`src/rtl/ifetch_stage.sv`:
```
// ifetch_stage: program counter, instruction-memory req/ack fetch and the
// IF/ID pipeline register for the 32-bit pipelined CPU.
// A one-entry hold buffer parks a word that arrives while decode is stalled,
// so the outstanding request can always complete. A redirect flushes IF/ID and
// steers the fetch. If a request is still in flight, its response is
// dropped first.
module ifetch_stage #(
  parameter logic [31:0] RESET_PC = 32'h0000_0000,
  parameter logic [31:0] NOP_INST = 32'h0000_0000
) (
  input  logic        clk,
  input  logic        rst_n,
  input  logic        stall,
  input  logic        redirect,
  input  logic [31:0] redirect_pc,
  output logic        imem_req,
  output logic [31:0] imem_addr,
  input  logic        imem_ack,
  input  logic [31:0] imem_rdata,
  output logic [31:0] pco,
  output logic [31:0] inst,
  output logic        valid
);

  typedef enum logic {
    FETCH = 1'b0,
    HOLD  = 1'b1
  } state_t;

  state_t      state_reg;
  logic [31:0] addr_reg;
  logic [31:0] pc_next_reg;
  logic        drop_reg;
  logic [31:0] buf_inst_reg;
  logic [31:0] buf_pc_reg;
  logic [31:0] pco_reg;
  logic [31:0] inst_reg;
  logic        valid_reg;

  logic [31:0] addr_inc;

  // Sequential word address; wraps naturally at 2^32.
  assign addr_inc = addr_reg + 32'd1;

  // Request is driven from state, but forced low while reset is held.
  assign imem_req = rst_n && (state_reg == FETCH);

  assign imem_addr = addr_reg;
  assign pco       = pco_reg;
  assign inst      = inst_reg;
  assign valid     = valid_reg;

  // Fetch FSM, hold buffer and IF/ID register. Redirect takes precedence over everything.
  always_ff @(posedge clk or negedge rst_n) begin
    if (!rst_n) begin
      state_reg    <= FETCH;
      addr_reg     <= RESET_PC;
      pc_next_reg  <= RESET_PC;
      drop_reg     <= 1'b0;
      buf_inst_reg <= 32'h0;
      buf_pc_reg   <= 32'h0;
      pco_reg      <= RESET_PC;
      inst_reg     <= NOP_INST;
      valid_reg    <= 1'b0;
    end else if (redirect) begin
      // Flush the wrong-path instruction and discard any parked word.
      valid_reg    <= 1'b0;
      inst_reg     <= NOP_INST;
      pco_reg      <= redirect_pc;
      buf_inst_reg <= 32'h0;
      buf_pc_reg   <= 32'h0;
      state_reg    <= FETCH;
      if (state_reg == FETCH) begin
        if (imem_ack) begin
          // The request completes now, so its data is simply ignored.
          addr_reg <= redirect_pc;
          drop_reg <= 1'b0;
        end else begin
          // The request is still in flight and the address must stay put.
          // Remember the target and drop the eventual response.
          drop_reg    <= 1'b1;
          pc_next_reg <= redirect_pc;
        end
      end else begin
        addr_reg <= redirect_pc;
      end
    end else begin
      case (state_reg)
        FETCH: begin
          if (imem_ack && drop_reg) begin
            // Wrong-path response: discard it and launch the redirect target.
            drop_reg <= 1'b0;
            addr_reg <= pc_next_reg;
            if (!stall) begin
              valid_reg <= 1'b0;
              inst_reg  <= NOP_INST;
            end
          end else if (imem_ack) begin
            addr_reg <= addr_inc;
            if (!stall) begin
              pco_reg   <= addr_reg;
              inst_reg  <= imem_rdata;
              valid_reg <= 1'b1;
            end else begin
              // Decode is stalled. Park the word so the request can still retire.
              buf_pc_reg   <= addr_reg;
              buf_inst_reg <= imem_rdata;
              state_reg    <= HOLD;
            end
          end else if (!stall) begin
            // Waiting on memory: feed decode a bubble.
            valid_reg <= 1'b0;
            inst_reg  <= NOP_INST;
          end
        end
        HOLD: begin
          if (!stall) begin
            pco_reg   <= buf_pc_reg;
            inst_reg  <= buf_inst_reg;
            valid_reg <= 1'b1;
            state_reg <= FETCH;
          end
        end
        default: state_reg <= FETCH;
      endcase
    end
  end

endmodule

```
`config.mk`:
```
export PLATFORM = sky130hd
export DESIGN_NAME = ifetch_stage
export DESIGN_NICKNAME = d
export VERILOG_FILES = /design/src/rtl/ifetch_stage.sv
export SDC_FILE = /design/constraint.sdc
export NUM_CORES = 1
export LEC_CHECK = 0
export CAP_MARGIN = 25
export CORE_MARGIN = 3
export CORE_UTILIZATION = 44
export CTS_BUF_LIST = sky130_fd_sc_hd__clkbuf_4 sky130_fd_sc_hd__clkbuf_8 sky130_fd_sc_hd__clkbuf_16
export DETAILED_ROUTE_END_ITERATION = 12
export GPL_TIMING_DRIVEN = 0
export PLACE_DENSITY = 0.78
export SYNTH_ARGS = -nofsm -noshare
export SYNTH_HDL_FRONTEND = slang
export SYNTH_SLANG_ARGS = --single-unit
```
`constraint.sdc`:
```
create_clock -name clk -period 2.1 [get_ports clk]
set_input_delay 0.42 -clock clk [delete_from_list [all_inputs] [get_ports clk]]
set_output_delay 0.42 -clock clk [all_outputs]
set_load 0.1 [all_outputs]
```
==> flow_summary.ini, run 1 <==
[logic_synthesis]
syn_area_per_cell_um2 = 8.88
synth_cell_types = 59
synth_mux_area_frac = 0.0748
synth_ff_type = dfrtp_1
synth_xor_area_frac = 0.00810
synthSimpleGateAreaFrac = 0.171
synth-compound-area-share = 0.198
async_flop_share = 1.00
synth_fa_ha_area_frac = 0.00129
synth_area_mm2 = 0.00974
synthCells = 1096
synth_top_family_by_area = compound AO/OA/AOI/OAI gates
ys_ff_latch = 195
yosysSeqAreaShare = 0.501
ys_warn_count = 0
synthesis.nets = 1166
synth_edf_count = 0

[route]
viasPerCell = 5.95
drc_errors = 0
drt_iter0_drc = 1078
routed_wl_um = 31600
drt_first_pass_iters = 6
wl_per_cell_um = 20.1
antenna_left = 0
vias = 9359

[clock_tree]
clk_pin_slew_ps = 80
numCtsBuffers = 17
clock_sinks = 195
cts_tree = built
clockBufferDepth = 2
htreeDepth = 4
insertion_delay_ps = 450
root_buffer = clkbuf_16

[power]
power.internal_mw = 6.83
ir_drop_mv = 0.666
seqPwrFrac = 0.391
netSwitchingFraction = 0.418
p_leak_nw = 5.17
p_comb_frac = 0.327
clkPwrFrac = 0.283
power.switching_mw = 4.90
powerDensity_mw_per_mm2 = 935

[global_route]
grt-ovfl-total = 0
first_global_vias = 9118
track_usage = 0.262
grt_pass1_wl_um = 49700
antenna_found_initial = 1
grt_max_degree = 120

[sta]
tightest_slew_ps = 974
fin_skew_ps = 11.0
setup_viol = 0
fin_crit_ps = 2090
maxSlewViolCount = 0
holdWs_ps = -77.5
max_freq_ghz = 0.479
period_share = 0.995
relSlewSlack = 0.353
final_hold_viol_count = 66

[cells_and_area]
syn_to_final_growth_pct = 29.0
diodes = 0
ff_latch_area_mm2 = 0.00493
layout.nets = 1355
fillers = 1842
multiInputGateArea_mm2 = 0.00451
fin_area_mm2 = 0.0126
drive_gt1_frac = 0.204

[placed_design]
dpl-instance-area_mm2 = 0.0118
gp_congestion = 0.932
dpl.hpwl_um = 21500
port_buffers = 164

[worst_setup_path]
crit_type = input port to flop
reg2reg_from = drop_reg
cp_slowest_cell = clkdlybuf4s50_1
worst-path-max-fanout = 10
crit_top_cell = o21ai_0
path_cells = clkdlybuf4s50_1 > clkbuf_4 > mux2i_4 > buf_2 > clkbuf_2 > o21ai_0 > o21ai_0
max_stage_delay_ps = 520
critPathLaunchType = input port
crit_start = redirect
end_kind = flop
cp.arrival_ps = 2440
cp.required_ps = 2460

[outcome]
violations = negative hold slack
status = finished with violations

[die]
core_area_mm2 = 0.0214
dieArea_mm2 = 0.0239
die_w_um = 155
die_h_um = 155
start_util = 0.456
io_pins = 167
row_count = 53

[min_path]
min_path_type = input port to async pin

[job]
drv_cap = 0
==> timing repair <==
item	4_1_cts	5_1_grt
resized for setup	256	102
pin swaps	1	1
setup buffers	1	4
endpoints found under the setup margin	215	225
endpoints found under the hold margin	76	10
==> critical path: cells and delay by family <==
kind | cells | cell delay, ps
compound gates | 2 | 290
buf+inv | 4 | 1440
mux | 1 | 280
==> stage by stage <==
stage	worst slack, ps	power [mW]	instances	TNS, ps	utilization
finish	10.6	11.7	1573	0	0.588
detailed placement	-972	8.49	1536	-98040	0.554
floorplan	3.86	7.30	1096	0	-
global route	-19.8	12.1	1573	-45.9	0.588
global placement	-9030	8.44	1535	-1616120	0.553
CTS	-14.7	11.7	1569	-14.7	0.588
==> path summary, 6_finish.rpt <==
| path | depth (start not counted) | slack, ps | to |
|---|---|---|---|
| worst max-delay path | 7 | 10 | imem_addr[13] |
| worst min-delay path | 1 | -80 | buf_inst_reg[7] |
| worst min register to register | 2 | 490 | pco[16] |
| max in group asynchronous | 2 | 950 | inst[6] |
| min in group clk | 2 | 330 | drop_reg |
| worst max register to register | 7 | 30 | imem_addr[13] |
==> cells in the final DEF, fill, tap and decap left out, drive strengths merged, types with 30 or more instances in the layout <==
cell             n
a21oi          168
buf             39
clkbuf         115
clkdlybuf4s15   60
clkdlybuf4s50   65
dfrtp          195
mux2            38
mux2i           30
nand2          231
nand3           47
nor2            50
o21ai           93
==> final cells by class <==
class	instances	area share
Inverter	10	0.00299
Timing Repair Buffer	171	0.128
Multi-Input combinational cell	795	0.359
Buffer	95	0.0422
Sequential cell	195	0.393
Clock inverter	15	0.0133
Clock buffer	17	0.0339
Tap cell	275	0.0274
==> power by group through the flow <==
stage	registers (mW)	clock network, mW	logic (mW)
final	4.58	3.32	3.84
after global routing	4.63	3.48	4.04
after CTS	4.56	3.33	3.80
after detailed placement	4.63	0	3.86
after global placement	4.62	0	3.82
after floorplan	6.24	0	1.06
==> synth_stat cells (3+ instances only) <==
master,number,area share
a211oi_1,5,0.0039
a21oi_1,167,0.086
a221oi_1,7,0.0063
a22o_1,3,0.0027
a22oi_1,20,0.015
a2bb2oi_1,4,0.0036
a31oi_1,10,0.0064
and3_1,10,0.0064
buf_1,10,0.0039
buf_2,30,0.015
clkbuf_1,53,0.020
dfrtp_1,195,0.50
inv_1,10,0.0039
mux2_2,38,0.044
mux2i_1,30,0.031
nand2_1,231,0.089
nand2b_1,9,0.0058
nand3_1,46,0.024
nand4_1,6,0.0039
nor2_1,50,0.019
nor3_1,4,0.0021
nor4_1,3,0.0019
o211ai_1,7,0.0054
o21ai_0,91,0.047
o22ai_1,4,0.0026
o31ai_1,5,0.0039
xnor2_1,3,0.0027
xor2_1,6,0.0054
==> cells by family after synthesis <==
group,after synthesis
buf+inv,106
xor+xnor,9
simple gates,377
fa+ha+maj,1
mux,68
flops,195
compound gates,340
==> per-layer routing <==
metal / global-route usage / vias to the layer above / wire length (µm)
met5: 0 / - / 13
met4: 0.105 / 2 / 1000
met3: 0.0596 / 80 / 3110
met2: 0.402 / 511 / 14400
met1: 0.361 / 4546 / 13100
li1: - / 4220 / -
Power figures use the tool's default switching activity.
==> inputs of run 2 (changes only) <==
PLACE_DENSITY = 0.81   (was 0.78)
clock period = 1.8 ns   (was 2.1 ns; I/O delays follow)
==> flow_summary.ini, run 2 (same netlist as run 1, synthesis figures left out) <==
[outcome]
status = finished with violations
violations = negative hold slack, negative setup slack

[clock_tree]
clockBufferDepth = 2
clk_pin_slew_ps = 70
root_buffer = clkbuf_16
clock_sinks = 195
numCtsBuffers = 17
htreeDepth = 4
cts_tree = built
insertion_delay_ps = 450

[cells_and_area]
final_common_cell = nand2_1
ff_latch_area_mm2 = 0.00497
drive_gt1_frac = 0.280
multiInputGateArea_mm2 = 0.00470
final_cells = 1605
syn_to_final_growth_pct = 36.9
diodes = 0
final_cell_mix = 230 x nand2_1, 164 x a21oi_1, 164 x dfrtp_1
final_util = 0.624
fillers = 1706
layout.nets = 1387

[min_path]
min_path_type = input port to async pin

[sta]
max_freq_ghz = 0.512
final_hold_viol_count = 48
maxSlewViolCount = 0
period_share = 1.09
tns_ps = -440
fin_skew_ps = 9.67
fin_crit_ps = 1950
tightest_slew_ps = 590
layout_setup_ws_ps = -154
rsz0062_at_grt = yes
holdWs_ps = -227
relSlewSlack = 0.609
setup_viol = 13

[power]
power.switching_mw = 5.87
p_leak_nw = 5.51
netSwitchingFraction = 0.422
p_comb_frac = 0.345
ir_drop_mv = 0.752
powerDensity_mw_per_mm2 = 1050
clkPwrFrac = 0.269
seqPwrFrac = 0.385
power.internal_mw = 8.06

[route]
drc_errors = 0
routed_wl_um = 34100
vias = 9855
wl_per_cell_um = 21.3
antenna_left = 0
drt_first_pass_iters = 8
drt_iter0_drc = 1074
viasPerCell = 6.14

[worst_setup_path]
worst-path-max-fanout = 6
cp.required_ps = 1440
cp.arrival_ps = 1590
crit_type = flop to output port
critPathLaunchType = flop
end_kind = output port

[placed_design]
gp_congestion = 0.943
port_buffers = 164
pre_cts_slack_ps = -1430
dp.cells = 1536
dpl.hpwl_um = 21700

[global_route]
grt_max_degree = 100
track_usage = 0.272
antenna_found_initial = 0
first_global_vias = 9631
grt_pass1_wl_um = 51700
grt-ovfl-total = 0

[die]
row_count = 53
start_util = 0.456
io_pins = 167
die_h_um = 155
core_area_mm2 = 0.0214
die_w_um = 155
dieArea_mm2 = 0.0239

[job]
drv_cap = 0
-- run 2: cell count changes in the layout (fill, tap and decap cells not counted), sizes merged, moves of 2 or more --
cell           previous run  this run
clkinvlp                  3         5
clkdlybuf4s15            60        58
buf                      39       112
clkdlybuf4s18             0        11
clkbuf                  115        67
dlygate4sd2               3         0
-- run 2: power groups by stage --
| stage | sequential [mW] | clock, mW | combinational, mW |
|---|---|---|---|
| final | 5.37 | 3.75 | 4.81 |
| after global placement | 5.41 | 0 | 4.49 |
| after global routing | 5.42 | 3.93 | 5.02 |
| after floorplan | 7.32 | 0 | 1.27 |
| after detailed placement | 5.42 | 0 | 4.56 |
| after CTS | 5.33 | 3.77 | 4.61 |
-- run 2: repair_timing --
action / in CTS / in global routing
resized for setup: 438 / 131
endpoints found under the setup margin: 290 / 205
setup buffers: 17 / 24
cloned: 1 / 1
hold endpoints to repair: 97 / 97
pin swaps: 8 / 18
-- run 2: worst max-delay path, stage by stage, from the launching register on --
cell	delay, ps
dfrtp_1	420
buf_8	150
clkbuf_16	150
buf_12	120
nor2b_4	120
buf_12	180
-- run 2: final timing paths --
path | startpoint | to | slack, ps | depth (start not counted)
max in group asynchronous | rst_n | pco[16] | 990 | 3
min in group clk | imem_ack | drop_reg | 310 | 2
worst min register to register | pco[3] | pco[3] | 480 | 2
worst min-delay path | rst_n | inst[8] | -230 | 1
worst max-delay path | state_reg | imem_req | -150 | 5
worst max register to register | imem_addr[2] | imem_addr[15] | -90 | 7
-- run 2: per-stage QoR --
step	power (mW)	hold slack [ps]	instance area (µm²)
after floorplan	8.59	64.4	9920
after global placement	9.90	460	11900
after detailed placement	9.98	452	11900
after CTS	13.7	-114	12900
after global routing	14.4	-218	13300
final	13.9	-227	13300
-- run 2: cell type report --
type / count / area share
inverters: 10 / 0.00310
flip-flops and latches: 195 / 0.373
repair buffers: 208 / 0.154
plain buffers: 90 / 0.0491
clock buffers: 17 / 0.0319
multi-input cells: 795 / 0.353
clock inverters: 15 / 0.0108
well taps: 275 / 0.0258
-- run 2: metal layers --
layer / global-route usage / wire [µm]
met1: 0.366 / 13300
met2: 0.422 / 15700
met3: 0.0602 / 3630
met4: 0.124 / 1510
met5: 0 / 0
